--- src/rtl/vic_pkg.sv ---
// vic_pkg: shared constants for the VIC-II raster timing core.
//   - PAL (6569) and NTSC (6567) line/frame geometry, sync and display windows,
//     so instances can be parameterised from named constants.
//   - RASTER_W: raster counter width.
//   - BADLINE_FIRST / BADLINE_LAST: raster range in which badlines can occur.
//   - in_window(): half-open [start,end) decode used by all window flags.
package vic_pkg;

    localparam int RASTER_W = 9;

    // PAL 6569
    localparam int PAL_CYCLES_PER_LINE = 63;
    localparam int PAL_LINES_PER_FRAME = 312;
    localparam int PAL_HSYNC_START     = 58;
    localparam int PAL_HSYNC_END       = 62;
    localparam int PAL_VSYNC_START     = 300;
    localparam int PAL_VSYNC_END       = 303;
    localparam int PAL_HDISP_START     = 12;
    localparam int PAL_HDISP_END       = 52;
    localparam int PAL_VDISP_START     = 16;
    localparam int PAL_VDISP_END       = 300;

    // NTSC 6567
    localparam int NTSC_CYCLES_PER_LINE = 65;
    localparam int NTSC_LINES_PER_FRAME = 263;
    localparam int NTSC_HSYNC_START     = 60;
    localparam int NTSC_HSYNC_END       = 64;
    localparam int NTSC_VSYNC_START     = 14;
    localparam int NTSC_VSYNC_END       = 17;
    localparam int NTSC_HDISP_START     = 12;
    localparam int NTSC_HDISP_END       = 52;
    localparam int NTSC_VDISP_START     = 40;
    localparam int NTSC_VDISP_END       = 250;

    // Badline window (inclusive on both ends)
    localparam logic [RASTER_W-1:0] BADLINE_FIRST = 9'h030;
    localparam logic [RASTER_W-1:0] BADLINE_LAST  = 9'h0F7;

    // Half-open window decode; start==end yields an empty window.
    function automatic logic in_window(input int value, input int win_start, input int win_end);
        return (value >= win_start) && (value < win_end);
    endfunction

endpackage

--- src/rtl/vic_raster_irq.sv ---
// vic_raster_irq: raster-compare interrupt.
//   clk, reset      dot clock, asynchronous active-high reset
//   i_line_start    high on the clk where the counters enter dot 0, cycle 0
//   i_raster_next   raster line being entered on that clk
//   i_irq_line      compare value; values >= LINES_PER_FRAME never match
//   i_irq_en        gates only the output; pending latches regardless
//   i_irq_ack       clears pending (a simultaneous match wins)
//   o_irq           pending & i_irq_en
module vic_raster_irq
    import vic_pkg::*;
#(
    parameter int LINES_PER_FRAME = PAL_LINES_PER_FRAME
) (
    input  logic                clk,
    input  logic                reset,
    input  logic                i_line_start,
    input  logic [RASTER_W-1:0] i_raster_next,
    input  logic [RASTER_W-1:0] i_irq_line,
    input  logic                i_irq_en,
    input  logic                i_irq_ack,
    output logic                o_irq
);

    logic match;
    logic pending_q, pending_d;

    always_comb begin
        match = i_line_start
             && (i_raster_next == i_irq_line)
             && (int'(i_irq_line) < LINES_PER_FRAME);
        pending_d = pending_q;
        if (match) begin
            pending_d = 1'b1;
        end else if (i_irq_ack) begin
            pending_d = 1'b0;
        end
    end

    always_ff @(posedge clk or posedge reset) begin
        if (reset) begin
            pending_q <= 1'b0;
        end else begin
            pending_q <= pending_d;
        end
    end

    // Enable is applied combinationally so a late enable exposes a
    // pending interrupt on the same clk.
    assign o_irq = pending_q & i_irq_en;

endmodule

--- src/rtl/vic_raster_timing.sv ---
// vic_raster_timing: VIC-II raster-beam timing core (PAL/NTSC by parameter).
// Keeps dot/cycle/raster counters on the dot clock and derives phi0, sync,
// display window, raster interrupt and (optionally) the badline flag.
//   clk, reset        dot clock; asynchronous active-high reset
//   o_phi0            CPU clock, low for the first half of each cycle
//   o_cycle_start     one-clk pulse on dot 0 of every cycle
//   o_cycle/o_raster  current cycle in line / current raster line
//   o_hsync/o_vsync   active-high sync
//   o_display_on      inside both display windows
//   i_irq_line/_en/_ack, o_irq   raster-compare interrupt
//   i_den, i_yscroll, o_badline  badline detection
// Optional feature macro: VIC_BADLINE_EN. Without it o_badline is tied low
// and i_den/i_yscroll are ignored.
// All flags are registered from next-state counter values, so each flag is
// aligned with the o_cycle/o_raster value it describes.
module vic_raster_timing
    import vic_pkg::*;
#(
    parameter int DOTS_PER_CYCLE  = 8,
    parameter int CYCLES_PER_LINE = PAL_CYCLES_PER_LINE,
    parameter int LINES_PER_FRAME = PAL_LINES_PER_FRAME,
    parameter int HSYNC_START     = PAL_HSYNC_START,
    parameter int HSYNC_END       = PAL_HSYNC_END,
    parameter int VSYNC_START     = PAL_VSYNC_START,
    parameter int VSYNC_END       = PAL_VSYNC_END,
    parameter int HDISP_START     = PAL_HDISP_START,
    parameter int HDISP_END       = PAL_HDISP_END,
    parameter int VDISP_START     = PAL_VDISP_START,
    parameter int VDISP_END       = PAL_VDISP_END
) (
    input  logic                               clk,
    input  logic                               reset,
    output logic                               o_phi0,
    output logic                               o_cycle_start,
    output logic [$clog2(CYCLES_PER_LINE)-1:0] o_cycle,
    output logic [RASTER_W-1:0]                o_raster,
    output logic                               o_hsync,
    output logic                               o_vsync,
    output logic                               o_display_on,
    input  logic [RASTER_W-1:0]                i_irq_line,
    input  logic                               i_irq_en,
    input  logic                               i_irq_ack,
    output logic                               o_irq,
    input  logic                               i_den,
    input  logic [2:0]                         i_yscroll,
    output logic                               o_badline
);

    localparam int DOT_W = $clog2(DOTS_PER_CYCLE);
    localparam int CYC_W = $clog2(CYCLES_PER_LINE);

    logic [DOT_W-1:0]    dot_q, dot_d;
    logic [CYC_W-1:0]    cycle_q, cycle_d;
    logic [RASTER_W-1:0] raster_q, raster_d;
    logic                dot_wrap, line_wrap;

    logic phi0_q, phi0_d;
    logic cycle_start_q, cycle_start_d;
    logic hsync_q, hsync_d;
    logic vsync_q, vsync_d;
    logic display_on_q, display_on_d;

    always_comb begin
        dot_wrap  = (dot_q == DOT_W'(DOTS_PER_CYCLE - 1));
        line_wrap = dot_wrap && (cycle_q == CYC_W'(CYCLES_PER_LINE - 1));

        dot_d = dot_wrap ? '0 : dot_q + 1'b1;

        cycle_d = cycle_q;
        if (dot_wrap) begin
            cycle_d = line_wrap ? '0 : cycle_q + 1'b1;
        end

        raster_d = raster_q;
        if (line_wrap) begin
            raster_d = (raster_q == RASTER_W'(LINES_PER_FRAME - 1)) ? '0 : raster_q + 1'b1;
        end

        // Decode from next-state values so the registered flags line up
        // with the registered counters.
        phi0_d        = (int'(dot_d) >= DOTS_PER_CYCLE / 2);
        cycle_start_d = dot_wrap;
        hsync_d       = in_window(int'(cycle_d), HSYNC_START, HSYNC_END);
        vsync_d       = in_window(int'(raster_d), VSYNC_START, VSYNC_END);
        display_on_d  = in_window(int'(cycle_d), HDISP_START, HDISP_END)
                     && in_window(int'(raster_d), VDISP_START, VDISP_END);
    end

    always_ff @(posedge clk or posedge reset) begin
        if (reset) begin
            dot_q         <= '0;
            cycle_q       <= '0;
            raster_q      <= '0;
            phi0_q        <= 1'b0;
            cycle_start_q <= 1'b1;  // reset state is dot 0 of cycle 0
            hsync_q       <= 1'b0;
            vsync_q       <= 1'b0;
            display_on_q  <= 1'b0;
        end else begin
            dot_q         <= dot_d;
            cycle_q       <= cycle_d;
            raster_q      <= raster_d;
            phi0_q        <= phi0_d;
            cycle_start_q <= cycle_start_d;
            hsync_q       <= hsync_d;
            vsync_q       <= vsync_d;
            display_on_q  <= display_on_d;
        end
    end

    assign o_phi0        = phi0_q;
    assign o_cycle_start = cycle_start_q;
    assign o_cycle       = cycle_q;
    assign o_raster      = raster_q;
    assign o_hsync       = hsync_q;
    assign o_vsync       = vsync_q;
    assign o_display_on  = display_on_q;

    // A line wrap is exactly the clk that enters dot 0, cycle 0; leaving
    // reset is not a clock edge, so it never produces a match.
    vic_raster_irq #(
        .LINES_PER_FRAME(LINES_PER_FRAME)
    ) u_irq (
        .clk          (clk),
        .reset        (reset),
        .i_line_start (line_wrap),
        .i_raster_next(raster_d),
        .i_irq_line   (i_irq_line),
        .i_irq_en     (i_irq_en),
        .i_irq_ack    (i_irq_ack),
        .o_irq        (o_irq)
    );

`ifdef VIC_BADLINE_EN
    logic den_latch_q, den_latch_d;
    logic badline_q, badline_d;

    always_comb begin
        den_latch_d = den_latch_q;
        if (raster_d == '0) begin
            den_latch_d = 1'b0;
        end else if ((raster_d == BADLINE_FIRST) && i_den) begin
            den_latch_d = 1'b1;
        end
        badline_d = den_latch_d
                 && (raster_d >= BADLINE_FIRST)
                 && (raster_d <= BADLINE_LAST)
                 && (raster_d[2:0] == i_yscroll);
    end

    always_ff @(posedge clk or posedge reset) begin
        if (reset) begin
            den_latch_q <= 1'b0;
            badline_q   <= 1'b0;
        end else begin
            den_latch_q <= den_latch_d;
            badline_q   <= badline_d;
        end
    end

    assign o_badline = badline_q;
`else
    logic unused_badline_inputs;
    assign unused_badline_inputs = ^{i_den, i_yscroll};
    assign o_badline = 1'b0;
`endif

endmodule
--- config.mk ---
export PLATFORM = sky130hd
export DESIGN_NAME = vic_raster_timing
export DESIGN_NICKNAME = d
export VERILOG_FILES = /design/src/rtl/vic_pkg.sv /design/src/rtl/vic_raster_irq.sv /design/src/rtl/vic_raster_timing.sv
export SDC_FILE = /design/constraint.sdc
export NUM_CORES = 1
export LEC_CHECK = 0
export CAP_MARGIN = 25
export CORE_MARGIN = 2
export CORE_UTILIZATION = 42
export DETAILED_ROUTE_END_ITERATION = 7
export PLACE_DENSITY = 0.84
export REMOVE_ABC_BUFFERS = 1
export SLEW_MARGIN = 10
export SYNTH_ARGS = -nofsm -noshare
export SYNTH_HDL_FRONTEND = slang
export SYNTH_HIERARCHICAL = 1
export SYNTH_SLANG_ARGS = --single-unit
--- constraint.sdc ---
create_clock -name clk -period 2.5 [get_ports clk]
set_input_delay 0.75 -clock clk [delete_from_list [all_inputs] [get_ports clk]]
set_output_delay 0.75 -clock clk [all_outputs]
set_load 0.01 [all_outputs]
Word-level counts from Yosys, hierarchy flattened
Index checks and enable logic that the tools add are counted.
{"block": "classes", "add_sub_neg": 3, "mul": 0, "div": 0, "magnitude_cmp": 10, "n_eq_ne": 4, "shift": 0, "mux": 7, "bitwise_logic": 1, "n_reduce_logical": 9}
{"op": "$lt 9x9->1 const B", "count": 3}
{"op": "$mux 9", "count": 2}
{"op": "$lt 6x6->1 const B", "count": 2}
{"op": "$mux 6", "count": 2}
{"op": "$add 9x1->9 const B", "count": 1}
{"op": "$eq 9x9->1", "count": 1}
{"op": "$eq 9x9->1 const B", "count": 1}
{"op": "$ge 9x5->1 const B", "count": 1}
{"op": "$ge 9x9->1 const B", "count": 1}
{"op": "$logic_and 1x1->1", "count": 8}
{"op": "$add 6x1->6 const B", "count": 1}
{"op": "$eq 6x6->1 const B", "count": 1}
{"op": "$ge 6x4->1 const B", "count": 1}
{"op": "$ge 6x6->1 const B", "count": 1}
{"op": "$add 3x1->3 const B", "count": 1}
{"op": "$eq 3x3->1 const B", "count": 1}
{"op": "$ge 3x3->1 const B", "count": 1}
{"op": "$mux 3", "count": 1}
{"op": "$mux 1", "count": 2}
{"op": "$reduce_bool 2->1", "count": 1}
{"op": "$and 1x1->1", "count": 1}
{"block": "word_totals", "regBits": 24, "latch_bits": 0, "ram_bits": 0, "romBits": 0, "wordCells": 43, "mem_count": 0}

Logic depth before layout (Yosys ltp)
Gate-level depths: netlist of the first run.
{"block": "depth", "ltp_word": 7, "mapped_depth": 13}

Hierarchy
The synthesis of the first run kept the hierarchy.
{"module": "vic_raster_timing", "n_inst": 1, "cells_per_inst": 105, "area_each_um2": 1159.9}
{"module": "vic_raster_irq", "n_inst": 1, "cells_per_inst": 21, "area_each_um2": 162.7}

Worst setup path after synthesis of the first run
Ideal clock, no wire load.
{"block": "synth_path", "path_type": "flip-flop to flip-flop", "start": "register dot_q[0]", "end": "register u_irq.pending_q", "arrival_ns": 2.319, "required_time_ns": 2.408, "setup_slack_ns": 0.089, "stages_incl_launch_ff": 14, "path_buffers": 3, "cell_sequence": "dfrtp_1 ha_1 ha_1 buf_6 and4_1 buf_4 and3_1 buf_6 xnor2_1 nor2_1 xor2_1 nor4_1 nand3_1 o31ai_2"}
{"block": "synth_between", "elab_chain_cells": 7, "word_cells_on_any_way": 8}
{"item": "start: declaration", "line": "vic_raster_timing.sv:52", "rtl": "logic [DOT_W-1:0] dot_q, dot_d;"}
{"item": "start signal: assignment", "line": "vic_raster_timing.sv:100", "rtl": "dot_q <= dot_d;"}
{"item": "$eq 3x3->1 (*)", "line": "vic_raster_timing.sv:64", "rtl": "dot_wrap = (dot_q == DOT_W'(DOTS_PER_CYCLE - 1));"}
{"item": "named net cycle_start_d", "line": "vic_raster_timing.sv:58", "rtl": "logic cycle_start_q, cycle_start_d;"}
{"item": "$logic_and 1x1->1 (*)", "line": "vic_raster_timing.sv:65", "rtl": "line_wrap = dot_wrap && (cycle_q == CYC_W'(CYCLES_PER_LINE - 1));"}
{"item": "named net line_wrap", "line": "vic_raster_timing.sv:55", "rtl": "logic dot_wrap, line_wrap;"}
{"item": "$mux 9 (*)", "line": "vic_raster_timing.sv:75", "rtl": "if (line_wrap) begin"}
{"item": "named net raster_d[0]", "line": "vic_raster_timing.sv:54", "rtl": "logic [RASTER_W-1:0] raster_q, raster_d;"}
{"item": "$eq 9x9->1 (*)", "line": "vic_raster_irq.sv:29", "rtl": "&& (i_raster_next == i_irq_line)"}
{"item": "$logic_and 1x1->1 (*)", "line": "vic_raster_irq.sv:29"}
{"item": "$logic_and 1x1->1 (*)", "line": "vic_raster_irq.sv:30", "rtl": "&& (int'(i_irq_line) < LINES_PER_FRAME);"}
{"item": "$mux 1 or $reduce_bool 2->1 (tied branches)"}
{"item": "end signal: assignment", "line": "vic_raster_irq.sv:43", "rtl": "pending_q <= pending_d;"}
{"item": "end: declaration", "line": "vic_raster_irq.sv:25", "rtl": "logic pending_q, pending_d;"}
Mark *: on every way through the listed nets, which the timed path passes. The rest lies on a longest branch.
A chain may end at the register's enable or synchronous reset.

Worst setup path after layout of the first run
{"block": "layout_path", "start": "register cycle_q[1], in the netlist o_cycle[1]", "end": "register u_irq.pending_q"}
{"block": "layout_between", "elab_chain_cells": 7, "word_cells_on_any_way": 8}
{"item": "start: declaration", "line": "vic_raster_timing.sv:53", "rtl": "logic [CYC_W-1:0] cycle_q, cycle_d;"}
{"item": "start signal: assignment", "line": "vic_raster_timing.sv:101", "rtl": "cycle_q <= cycle_d;"}
{"item": "$eq 6x6->1 (*)", "line": "vic_raster_timing.sv:65"}
{"item": "$logic_and 1x1->1 (*)", "line": "vic_raster_timing.sv:65"}
{"item": "$mux 9 (*)", "line": "vic_raster_timing.sv:75"}
{"item": "named net raster_d[8]", "line": "vic_raster_timing.sv:54"}
{"item": "$eq 9x9->1 (*)", "line": "vic_raster_irq.sv:29"}
{"item": "$logic_and 1x1->1 (*)", "line": "vic_raster_irq.sv:29"}
{"item": "$logic_and 1x1->1 (*)", "line": "vic_raster_irq.sv:30"}
{"item": "$mux 1 or $reduce_bool 2->1 (tied branches)"}
Marks and branches as above.

==> results of run 1 <==
## area by class of cell
class / count / share of cell area (%)
Multi-Input combinational cell: 95 / 40.0
Sequential cell: 23 / 32.3
Timing Repair Buffer: 42 / 22.1
Tap cell: 44 / 3.07
Clock buffer: 3 / 1.26
Inverter: 4 / 0.838
Clock inverter: 1 / 0.419
## routing by layer
layer  GRT usage (%)  part of all wire (%)
met4            11.4                   2.2
met2            29.8                    52
met3            1.95                   2.7
met5               0                     0
met1            24.9                    44
## report_power, final
part	switching, µW	total (µW)	internal (µW)
logic	16.8	39.0	22.2
clock network	127	189	61.4
registers	0	372	372
## worst max-delay path, stage by stage, from the launching register on
cell and delay, ns:
dfrtp_2 0.48, ha_1 0.25, and3_1 0.26, and4_2 0.29
nand2b_1 0.19, mux2i_4 0.17, nand2_1 0.11, nor3_2 0.17
a21oi_1 0.12, o31ai_2 0.26
## cell usage after synthesis
cell type	number
nand2b_1	2
conb_1	1
ha_1	5
nor4_2	1
a211o_1	1
o22a_1	1
nor2_2	1
and4_1	2
nor4b_1	2
nor4_1	2
dfrtp_1	22
xnor2_1	8
dfstp_2	1
xor2_1	11
buf_6	2
nand4_1	10
and4_4	1
nor2_1	11
nor2b_1	2
o31ai_2	1
nand3_4	1
mux2_2	3
buf_4	2
inv_1	4
and3_1	6
nand2_1	5
nor3_1	1
and2_1	1
o21ai_0	4
a21bo_1	1
nand3_1	5
a21oi_1	4
o31ai_1	1
mux2i_4	1
## stage by stage
stage	instance area, µm²	TNS, ns	setup WS [ns]
2_1_floorplan	1280	0	0.0654
3_3_place_gp	1720	-0.0891	-0.0891
3_5_place_dp	1720	-0.103	-0.103
4_1_cts	1760	0	0.0430
5_1_grt	1790	0	0.0127
6_report	1790	0	0.104
## final timing paths
kind                                 startpoint                     endpoint  slack [ns]  depth (start not counted)
hold reg to reg              dot_q[0]$_DFF_PP0_           dot_q[0]$_DFF_PP0_        0.44                          1
setup / recovery           o_cycle[1]$_DFF_PP0_  u_irq/pending_q$_DFFE_PP0P_        0.10                          9
setup reg to reg           o_cycle[1]$_DFF_PP0_  u_irq/pending_q$_DFFE_PP0P_        0.10                          9
min in group asynchronous                 reset  u_irq/pending_q$_DFFE_PP0P_        0.56                          2
max in group asynchronous                 reset      o_cycle_start$_DFF_PP1_        1.47                          3
hold / removal               dot_q[0]$_DFF_PP0_           dot_q[0]$_DFF_PP0_        0.44                          1
## flip-flops by register name (all words and copies together), names as in the netlist
signal / flops
o_vsync: 1
u_irq/pending_q: 1
o_cycle: 6
dot_q: 3
o_hsync: 1
o_raster: 9
o_display_on: 1
o_cycle_start: 1
## kinds of logic after synthesis
group / after synthesis
flops: 23
mux: 4
xor+xnor: 19
simple gates: 53
fa+ha+maj: 5
compound gates: 13
buf+inv: 8
other cells: 1
## timing repair
item | 4_1_cts | 5_1_grt
buffers inserted | 1 | 1
setup endpoints to repair | 2 | 2
resized for setup | 1 | 8
pin swaps | 0 | 1
==> impl_results.md, run 1 <==
* Antenna diodes at 0
* Worst-path clk slew at 0.14 ns
* Fin. max-slew vios at 0
* Clk buf depth at 2
* Commonest cells after routing, fill and taps aside: clkdlybuf4s50_1 (32), dfrtp_1 (21), nand4_1 (10), xor2_1 (10), nor2_1 (10)
* Gpl congestion at roughly 0.87
* Initial DRT Pass Iterations at 4
* Leak at roughly 0.00078 µW
* DP HPWL at 2.34 mm
* Final count of hold timing violations at 0
* Row cnt at 20
* CTS Hold Buffers Added at 0
* Fin crit share at a little over nine tenths
* Port bufs at 33
* Number of H-tree levels at 1
* HP Class: register to register
* Yosys cell types at 34
* Worst Skew at ~0.0095 ns
* Placed Cells at 206
* Max Fclk at between 400 and 500 MHz
* Final std cells w/o fill at roughly 210
* CP Data Arrival Time at about 2.6 ns
* I/O pin count at 39
* DIE AREA at between 3000 and 4000 µm²
* Vias in the first global route at between 1000 and 1500
* CTS sink count at 23
* Yosys reg bits at 23
* Share of cells above drive strength 1 at about 18%
* Crit Path Max Fanout at 7
* Synth Area in Compound Gates at under 10%
* CTS tree: done
* Ranking of synthesized cells by area: dfrtp_1 (42%), xor2_1 (7.3%), xnor2_1 (5.3%), ha_1 (4.7%), nand4_1 (4.7%)
* Register Area at a little under 600 µm²
* Syn Std Cell Area at approximately 1300 µm²
* P&R area growth vs syn at 35.5%
* Largest family of logic cells by synthesized area: simple AND/OR/NAND/NOR gates
* MaxCap Viol Count at 0
* Pwr/cell area at approximately 330 nW/µm²
* Max IR drop VDD at between 0.1 and 0.15 mV
* Initial antenna violation count at 0
* Initial drt markers at 40
* Crit path time final at about 2.4 ns
* Status: finished clean
* Routed vias/inst at ~5.3
* Nets at around 190
* WHS at 0.443 ns
* First-pass GRT wire length at slightly above 5 mm
* Initial Util at between 40% and 50%
* Yosys top cell by area: dfrtp_1
* Clock buffer count from CTS at 3
* Setup violators final at 0
* Area of the multi-input gates at around 720 µm²
* DR WL/cell at 14.7 µm
* Post-route antenna net violation count at 0
* Gr usage total at a little under a fifth
* Crit path required time at between 2 and 3 ns
* Synth Area in Simple Gates at approximately a quarter
* Unrepaired setup endpoints after global routing: false
* Crit path launch type: register
* Post-Synthesis Cells at about 130
* Post-synthesis mux area share at 4.26%
* Clock root cell: clkbuf_4
* Die Width at 60.1 µm
* DR vias at about 1100
* Xor/xnor share of the synthesized area at around 13%
* Pin count of the biggest net entering global routing at 23
* Worst skew pair latency at about 0.33 ns
* Drt total wl at ~3.1 mm
* Filler instances at 235
* Number of remaining DRC errors at 0
* Crit path kind: register to register
* Total power at 600 µW
* Sequential share of the synthesized area at between 40 and 50%
* Post-synthesis adder-cell area fraction at between 4 and 5%
* Gr ovfl total at 0
* Core Region at around 3000 µm²
* Final Util at about three fifths
* Area share of the largest cell type after synthesis at roughly two fifths
* Die H at ~60 µm
* Commonest non-fill, non-tap cell in the layout: clkdlybuf4s50_1
* Yosys warns at 6
* Mean post-synth cell area at about 10 µm²
* Crit path capture type: register
No activity file was read; power rests on OpenSTA's default activity.
==> run 2, diff against run 1 <==
==> constraint.sdc (replaced) <==
create_clock -name clk -period 2.5 [get_ports clk]
set_input_delay 0.5 -clock clk [delete_from_list [all_inputs] [get_ports clk]]
set_output_delay 0.5 -clock clk [all_outputs]
set_load 0.01 [all_outputs]
==> impl_results.md, run 2 (synthesized netlist as in run 1, its figures left out) <==
* Status: finished clean
* Worst R2R End: o_display_on$_DFF_PP0_
* Crit path launch type: register
* Clock root cell: clkbuf_4
* Share of cells above drive strength 1 at 16.7% (-1.2 points)
* Antenna diodes at 0 (unchanged)
* Placed Cells at 206 (unchanged)
* Post-route antenna net violation count at 0 (unchanged)
* Total power at 593 µW (-1.2%)
* Crit path time final at 2.32 ns (-0.0784 ns)
* CTS sink count at 23 (unchanged)
* Worst Skew at 0.00796 ns (-0.00159 ns)
* R2R Path Start: o_raster[6]$_DFF_PP0_
* HP Class: input pin to async pin
* Die Width at 60.1 µm (unchanged)
* Max IR drop VDD at 0.192 mV (+49%)
* Crit path capture type: register
* Clock buffer count from CTS at 3 (unchanged)
* Port bufs at 33 (unchanged)
* Max reg flops at 9 (unchanged)
* CP Data Arrival Time at 2.53 ns (-0.11 ns)
* Leak at 0.000778 µW (-0.12%)
* Pwr/cell area at 332 nW/µm² (-0.93%)
* Commonest cells after routing, fill and taps aside: clkdlybuf4s50_1 (33), dfrtp_1 (21), nand4_1 (10), nor2_1 (10)
* Initial drt markers at 51 (+28%)
* DR vias at 1071 (-4.9%)
* Gpl congestion at 0.875 (about the same)
* Core Region at 3030 µm² (unchanged)
* Final Util at 59.0% (-0.17 points)
* Number of remaining DRC errors at 0 (unchanged)
* Final count of hold timing violations at 0 (unchanged)
* Gr ovfl total at 0 (unchanged)
* Initial antenna violation count at 0 (unchanged)
* MaxCap Viol Count at 0 (unchanged)
* Crit Path Max Fanout at 7 (unchanged)
* Final std cells w/o fill at 212 (unchanged)
* Setup TNS at 0 ns (unchanged)
* Fin crit share at 92.7% (-3.1 points)
* Initial Util at 43.7% (unchanged)
* I/O pin count at 39 (unchanged)
* P&R area growth vs syn at 35.1%
* DR WL/cell at 14.1 µm (-4.2%)
* Vias in the first global route at 1020 (-11%)
* Pin count of the biggest net entering global routing at 23 (unchanged)
* Worst skew pair latency at 0.33 ns (about the same)
* Die H at 60.1 µm (unchanged)
* R2R cell count at 7 (-2)
* Crit path kind: register to register
* First-pass GRT wire length at 4.57 mm (-10%)
* CTS tree: done
* Flop2flop setup slack at 0.18 ns (+0.08 ns)
* Row cnt at 20 (unchanged)
* Fin. max-slew vios at 0 (unchanged)
* DIE AREA at 3610 µm² (unchanged)
* Clk buf depth at 2 (unchanged)
* Gr usage total at 17.1% (-1.8 points)
* Max Fclk at 432 MHz (+3.4%)
* Nets at 191 (unchanged)
* Routed vias/inst at 5.05 (-4.9%)
* Initial DRT Pass Iterations at 4 (unchanged)
* Number of H-tree levels at 1 (unchanged)
* Drt total wl at 2.98 mm (-4.2%)
* Crit path required time at 2.71 ns (-0.03 ns)
* Setup violators final at 0 (unchanged)
* Placed inst area at 1720 µm² (unchanged)
* Design Area, Final at 1790 µm² (-0.28%)
* Worst-path clk slew at 0.13 ns (about the same)
* DP HPWL at 2.27 mm (-2.8%)
* Commonest non-fill, non-tap cell in the layout: clkdlybuf4s50_1
==> run 2: worst max path at each step <==
stage / cells after the start / endpoint / start / slack [ns]
finish: 7 / o_display_on$_DFF_PP0_ / o_raster[6]$_DFF_PP0_ / 0.18
global route: 10 / u_irq/pending_q$_DFFE_PP0P_ / dot_q[0]$_DFF_PP0_ / -0.002
CTS: 10 / u_irq/pending_q$_DFFE_PP0P_ / dot_q[0]$_DFF_PP0_ / 0.06
detailed placement: 10 / u_irq/pending_q$_DFFE_PP0P_ / dot_q[0]$_DFF_PP0_ / 0.08
global placement: 10 / u_irq/pending_q$_DFFE_PP0P_ / dot_q[0]$_DFF_PP0_ / 0.20
floorplan: 10 / u_irq/pending_q$_DFFE_PP0P_ / dot_q[0]$_DFF_PP0_ / 0.07
==> run 2: worst max-delay path, cell delays in order (launching register included) <==
cell      delay, ns
dfrtp_1        0.53
nor4b_1        0.42
and4_1         0.37
nand2b_1       0.18
mux2i_4        0.10
buf_4          0.15
nor4b_1        0.35
nor4_2         0.10
==> run 2: layout make-up <==
cell class              instances  area, µm²
fillers                       248       1240
multi-input cells              95        713
flip-flops and latches         23        578
repair buffers                 42        398
well taps                      44       55.1
clock buffers                   3       22.5
inverters                       4       15.0
clock inverters                 1       5.00
==> run 2: timing repair <==
action	CTS	global route
hold buffers	0	0
gates resized for setup	0	6
setup endpoints to repair	0	2
buffers inserted	0	2
==> run 2: routing by layer <==
metal	vias to the layer above	track usage [%]	share of wire, %
met1	512	22.7	46
met5	-	0	0
li1	529	-	-
met2	22	27.5	49
met4	0	8.25	2.6
met3	8	2.16	1.9
==> run 2: stage by stage <==
step,hold slack (ns),setup WS [ns]
5_1_grt,0.324,-0.00174
4_1_cts,0.320,0.0578
3_3_place_gp,0.414,0.201
2_1_floorplan,0.229,0.0654
6_report,0.326,0.183
3_5_place_dp,0.429,0.0832
==> run 2: power breakdown <==
part,leakage (µW),internal (µW),switching [µW],total [µW]
sequential,0.000303,372,0,372
clock,0.0000177,60.2,122,182
combinational,0.000457,22.2,16.0,38.2
